File: src/rtl/mem_wb_stage_pkg.sv
// Shared MEM/WB definitions: WB control bit positions, default widths and the
// pipeline entry layout reused by neighbouring pipeline stages.
package mem_wb_stage_pkg;

   // Bit positions inside the WB control bundle; bits above these are carried untouched.
   localparam int unsigned WB_REGWRITE = 0;
   localparam int unsigned WB_MEMTOREG = 1;

   // Default datapath widths for a 32-bit RISC-style core.
   localparam int unsigned DEF_DATA_W = 32;
   localparam int unsigned DEF_REG_AW = 5;
   localparam int unsigned DEF_WB_W   = 2;

   // Entry carried between MEM and WB at the default widths.
   typedef struct packed {
      logic [DEF_WB_W-1:0]   wb;
      logic [DEF_DATA_W-1:0] rdata;
      logic [DEF_DATA_W-1:0] alu;
      logic [DEF_REG_AW-1:0] rd;
   } mem_wb_entry_t;

   // Packed width of one entry for arbitrary parameterisation.
   function automatic int unsigned entry_width(input int unsigned data_w,
                                               input int unsigned reg_aw,
                                               input int unsigned wb_w);
      return wb_w + 2 * data_w + reg_aw;
   endfunction

endpackage

File: src/rtl/mem_wb_stage_skid_buf.sv
// Generic valid/ready pipeline register with an optional second (skid) entry.
// With SKID_EN=1 ready_o is a pure register output, so the upstream never sees
// a combinational path from ready_i; the skid slot absorbs the one entry that
// arrives in the cycle the head stalls. With SKID_EN=0 it degrades to a single
// register whose ready_o follows ready_i combinationally.
module pipe_skid_buf #(
   parameter int unsigned W       = 8,
   parameter bit          SKID_EN = 1'b1
) (
   input  logic         clk_i,
   input  logic         rst_i,    // synchronous, active-low
   input  logic         flush_i,
   input  logic         valid_i,
   output logic         ready_o,
   input  logic [W-1:0] data_i,
   output logic         valid_o,
   input  logic         ready_i,
   output logic [W-1:0] data_o
);

   logic         head_v_q, head_v_d;
   logic         skid_v_q, skid_v_d;
   logic [W-1:0] head_q,   head_d;
   logic [W-1:0] skid_q,   skid_d;
   logic         accept;
   logic         pop;

   // Upstream ready: registered skid state, or pass-through stall in single-entry mode.
   always_comb begin
      if (SKID_EN) begin
         ready_o = ~skid_v_q;
      end else begin
         ready_o = ~head_v_q | ready_i;
      end
   end

   assign accept = valid_i & ready_o;
   assign pop    = head_v_q & ready_i;

   // Next-state: refill head from skid first (keeps FIFO order), else from input;
   // a stalled full head diverts the accepted input into the skid slot.
   always_comb begin
      head_v_d = head_v_q;
      skid_v_d = skid_v_q;
      head_d   = head_q;
      skid_d   = skid_q;
      if (flush_i) begin
         // Data registers keep stale contents; only the valid bits matter.
         head_v_d = 1'b0;
         skid_v_d = 1'b0;
      end else if (!head_v_q || pop) begin
         if (skid_v_q) begin
            head_v_d = 1'b1;
            head_d   = skid_q;
            skid_v_d = 1'b0;
         end else begin
            head_v_d = accept;
            if (accept) begin
               head_d = data_i;
            end
         end
      end else if (accept && SKID_EN) begin
         skid_v_d = 1'b1;
         skid_d   = data_i;
      end
   end

   // State registers; reset clears valids and data so outputs read as zero.
   always_ff @(posedge clk_i) begin
      if (!rst_i) begin
         head_v_q <= 1'b0;
         skid_v_q <= 1'b0;
         head_q   <= '0;
         skid_q   <= '0;
      end else begin
         head_v_q <= head_v_d;
         skid_v_q <= skid_v_d;
         head_q   <= head_d;
         skid_q   <= skid_d;
      end
   end

   assign valid_o = head_v_q;
   assign data_o  = head_q;

endmodule

File: src/rtl/mem_wb_stage.sv
// MEM->WB pipeline stage. Buffers WB control, load data, ALU result and
// destination index behind a valid/ready handshake, then presents the head
// entry with a decoded register-write strobe and the pre-selected writeback
// value that both the register file and the forwarding unit consume.
module mem_wb_stage
   import mem_wb_stage_pkg::*;
#(
   parameter int unsigned DATA_W  = DEF_DATA_W,
   parameter int unsigned REG_AW  = DEF_REG_AW,
   parameter int unsigned WB_W    = DEF_WB_W,
   parameter bit          SKID_EN = 1'b1
) (
   input  logic              clk_i,
   input  logic              rst_i,      // synchronous, active-low
   input  logic              flush_i,
   input  logic              valid_i,
   output logic              ready_o,
   input  logic [WB_W-1:0]   WB_i,
   input  logic [DATA_W-1:0] ReadData_i,
   input  logic [DATA_W-1:0] ALU_i,
   input  logic [REG_AW-1:0] rd_i,
   output logic              valid_o,
   input  logic              ready_i,
   output logic [WB_W-1:0]   WB_o,
   output logic              MemtoReg_o,
   output logic              RegWrite_o,
   output logic [DATA_W-1:0] ReadData_o,
   output logic [DATA_W-1:0] ALU_o,
   output logic [REG_AW-1:0] rd_o,
   output logic [DATA_W-1:0] wb_data_o,
   output logic              fwd_en_o
);

   localparam int unsigned EntryW = entry_width(DATA_W, REG_AW, WB_W);

   logic [EntryW-1:0] in_entry;
   logic [EntryW-1:0] head_entry;

   assign in_entry = {WB_i, ReadData_i, ALU_i, rd_i};

   pipe_skid_buf #(
      .W       (EntryW),
      .SKID_EN (SKID_EN)
   ) u_buf (
      .clk_i   (clk_i),
      .rst_i   (rst_i),
      .flush_i (flush_i),
      .valid_i (valid_i),
      .ready_o (ready_o),
      .data_i  (in_entry),
      .valid_o (valid_o),
      .ready_i (ready_i),
      .data_o  (head_entry)
   );

   assign {WB_o, ReadData_o, ALU_o, rd_o} = head_entry;

   // Head decode: bubbles and x0 never write or forward; writeback value is
   // selected here so consumers see a single registered-source mux.
   always_comb begin
      MemtoReg_o = WB_o[WB_MEMTOREG];
      RegWrite_o = WB_o[WB_REGWRITE] & valid_o & (rd_o != '0);
      fwd_en_o   = RegWrite_o;
      wb_data_o  = MemtoReg_o ? ReadData_o : ALU_o;
   end

endmodule

File: config.mk
export PLATFORM = sky130hd
export DESIGN_NAME = mem_wb_stage
export DESIGN_NICKNAME = d
export VERILOG_FILES = /design/src/rtl/mem_wb_stage_pkg.sv /design/src/rtl/mem_wb_stage_skid_buf.sv /design/src/rtl/mem_wb_stage.sv
export SDC_FILE = /design/constraint.sdc
export NUM_CORES = 1
export LEC_CHECK = 0
export BUFFER_PORTS_ARGS = -buffer_cell sky130_fd_sc_hd__buf_2
export CAP_MARGIN = 15
export CORE_ASPECT_RATIO = 0.6
export CORE_MARGIN = 2
export CORE_UTILIZATION = 30
export DETAILED_ROUTE_END_ITERATION = 7
export SLEW_MARGIN = 30
export SYNTH_ARGS = -nofsm -noshare
export SYNTH_HDL_FRONTEND = slang
export SYNTH_SLANG_ARGS = --single-unit
File: constraint.sdc
create_clock -name clk_i -period 1.4 [get_ports clk_i]
set_clock_uncertainty 0.05 [all_clocks]
set_input_delay 0.07 -clock clk_i [delete_from_list [all_inputs] [get_ports clk_i]]
set_output_delay 0.07 -clock clk_i [all_outputs]
set_load 0.01 [all_outputs]
==> results.py <==
metrics = {
    "final_layout": {
        "final_common_cell": "buf_2",
        "final_cell_mix": "buf_2, nand2_1, dfxtp_1",
        "diodes": 0,
        "drive_gt1_share_pct": 33.5,
        "nets": 1038,
        "synthToLayoutAreaGrowth_pct": 57.0,
        "nFillCells": 2045,
    },
    "timing": {
        "slew_viol_final": 0,
        "min_period_over_period_pct": 120,
        "rsz0062_at_grt": "true",
        "whs_ps": 209,
        "slew_headroom_pct": 80.2,
        "fin_setup_tns_ps": -9910,
        "fmax_mhz": 596,
        "finalSetupViolations": 96,
        "hold_violations": 0,
        "worst-slew-pin-transition_ps": 297,
        "fin_crit_ps": 1680,
        "fin_ws_ps": -278,
    },
    "power_and_ir_drop": {
        "combPwrFrac_pct": 15.7,
        "internal_power_mw": 8.38,
        "switchingPower_mw": 2.81,
        "p_leak_nw": 4.97,
        "switching_share_pct": 25.1,
        "pwr-share-clk_pct": 44.8,
        "powerDensity_nw_per_um2": 1050,
        "vdd_ir_drop_max_mv": 0.844,
        "pwr-share-seq_pct": 39.5,
    },
    "floorplan": {
        "die_x_um": 198,
        "row_count": 42,
        "chipHeight_um": 120,
        "initial_core_util_pct": 30.6,
        "io_pins": 184,
        "core_um2": 22100,
        "die_area_um2": 23800,
    },
    "setup_path": {
        "worst_ep_arrival_time_ps": 1560,
        "path_class": "reg2out",
        "r2r_cells": 5,
        "cp_data_required_time_ps": 1280,
        "startpoint_type": "flop",
        "endpoint_kind": "primary output",
        "critPathMaxFanout": 3,
    },
    "routing": {
        "ant_nets": 0,
        "drt_iter0_drc": 385,
        "wl_met3_um": 1250,
        "vias": 6250,
        "viasPerCell": 4.96,
        "drt_pass1_iterations": 5,
        "drc": 0,
        "wl_met2_um": 10500,
        "wl_met1_um": 11800,
        "wl_per_cell_um": 18.9,
        "highest_layer": "met5",
        "wl_um": 23800,
    },
    "synth": {
        "yosysWarnings": 0,
        "synth_seq_cells": 144,
        "ys_seq_area_share_pct": 42.6,
        "netlist_instances": 683,
        "syn_area_per_cell_um2": 9.90,
        "syn-num-nets": 759,
        "syn-cell-area_um2": 6760,
        "synth.distinct_cells": 22,
    },
    "run_status": {
        "outcome": "complete, but fails checks",
        "violations": "negative setup slack",
    },
    "place": {
        "dp_hpwl_um": 13400,
        "place_congestion": 0.747,
        "portBuffers": 183,
        "pre_cts_slack_ps": -50.3,
    },
    "clocking": {
        "cts_tree": "yes",
        "h-tree-depth": 4,
        "clkTransAtPathRegs_ps": 70,
        "cts_made_buffers": 17,
        "clockBufferDepth": 2,
        "cts-root-buf": "clkbuf_16",
        "clkSinkCount": 144,
        "clk_latency_ps": 420,
    },
    "global_route": {
        "antenna_found_initial": 1,
        "grt_max_degree": 48,
        "groute.usage.overall_pct": 18.1,
        "grt_pass1_vias": 5918,
        "grt-ovfl-total": 0,
        "grt_pass1_wl_um": 33000,
    },
    "worst_hold_path": {
        "worstHoldPathType": "in2reg",
        "hold_path_depth": 5,
    },
    "flow_run": {
        "maxCapViolations": 0,
    },
}
==> power by group through the flow <==
stage	clock, mW	combinational, mW	sequential, mW
3_3_place_gp	0	1.19	4.49
2_1_floorplan	0	0.631	4.51
4_1_cts	5.12	1.51	4.41
6_report	5.02	1.75	4.42
5_1_grt	5.32	1.87	4.44
3_5_place_dp	0	1.21	4.49
==> final timing paths <==
| kind | start | endpoint | slack, ps |
|---|---|---|---|
| max reg2reg | u_buf.skid_v_q$_SDFFE_PP0P_ | u_buf.skid_q[51]$_SDFFE_PN0P_ | -100 |
| max | u_buf.data_o[0]$_SDFFE_PN0P_ | RegWrite_o | -280 |
| min | flush_i | u_buf.skid_q[66]$_SDFFE_PN0P_ | 210 |
| min reg2reg | u_buf.skid_q[64]$_SDFFE_PN0P_ | u_buf.skid_q[64]$_SDFFE_PN0P_ | 410 |
==> logic make-up (layout without fill, tap and decap cells) <==
kind of cell    Yosys count  count (layout)  share of synthesized area [%]
compound gates           74              74                           10.9
buf+inv                  71             361                           6.40
flops                   144             144                           42.6
simple gates            220             221                           13.8
mux                     174             174                           26.3
==> registers in the layout, summed over array words and instances (netlist names) <==
signal	count
u_buf.skid_v_q	1
u_buf.valid_o	1
u_buf.skid_q	71
u_buf.data_o	71
==> cell usage after synthesis <==
cell type  count  area [um2]
dfxtp_1      144        2880
mux2i_1      142        1420
nand2_1      142         533
nand3_1       71         355
o211a_1       71         711
clkbuf_1      36         135
mux2_1        32         360
buf_6         16         180
buf_2          7        35.0
buf_4          7        52.6
clkbuf_4       3        22.5
nand2b_1       2        12.5
a21oi_1        1        5.00
and2_1         1        6.26
buf_1          1        3.75
inv_2          1        3.75
nor2_1         1        3.75
nor3_1         1        5.00
nor4b_1        1        8.76
o21ba_1        1        10.0
o311a_1        1        10.0
or3_1          1        6.26
==> worst max-delay path: stages, from the launching register on <==
cell and delay, ps:
dfxtp_2 330, or3_4 370, o311a_1 300, buf_2 140
==> layout make-up <==
| cell class | instances | area (um2) | area share [%] |
|---|---|---|---|
| inverter | 1 | 6.26 | 0.0589 |
| tap | 286 | 358 | 3.37 |
| timing repair buffer | 329 | 3060 | 28.8 |
| multi-input combinational | 469 | 3660 | 34.5 |
| clock inverter | 13 | 213 | 2.00 |
| sequential | 144 | 2890 | 27.2 |
| clock buffer | 18 | 429 | 4.04 |
==> metrics by stage <==
| step | instances | utilization (%) | cell area [um2] | power [mW] |
|---|---|---|---|---|
| after floorplan | 683 | - | 6760 | 5.14 |
| after global placement | 1114 | 36.5 | 8060 | 5.68 |
| after detailed placement | 1114 | 36.5 | 8060 | 5.70 |
| after CTS | 1243 | 45.2 | 9980 | 11.0 |
| after global routing | 1260 | 48.1 | 10600 | 11.6 |
| final | 1260 | 48.1 | 10600 | 11.2 |
==> layer usage <==
layer	up-vias	GRT usage, %
li1	2980	-
met1	3063	25.6
met2	186	27.6
met3	19	4.60
met4	2	4.42
met5	-	0
==> repair_timing <==
item                                    4_1_cts  5_1_grt
pin swaps                                     1        5
gates resized for setup                      44       76
buffers inserted                             11        9
hold endpoints to repair                    134        0
gates cloned                                  8       17
endpoints found under the setup margin      102      177
hold buffers                                 79        0
(Power assumes the default switching activity.)
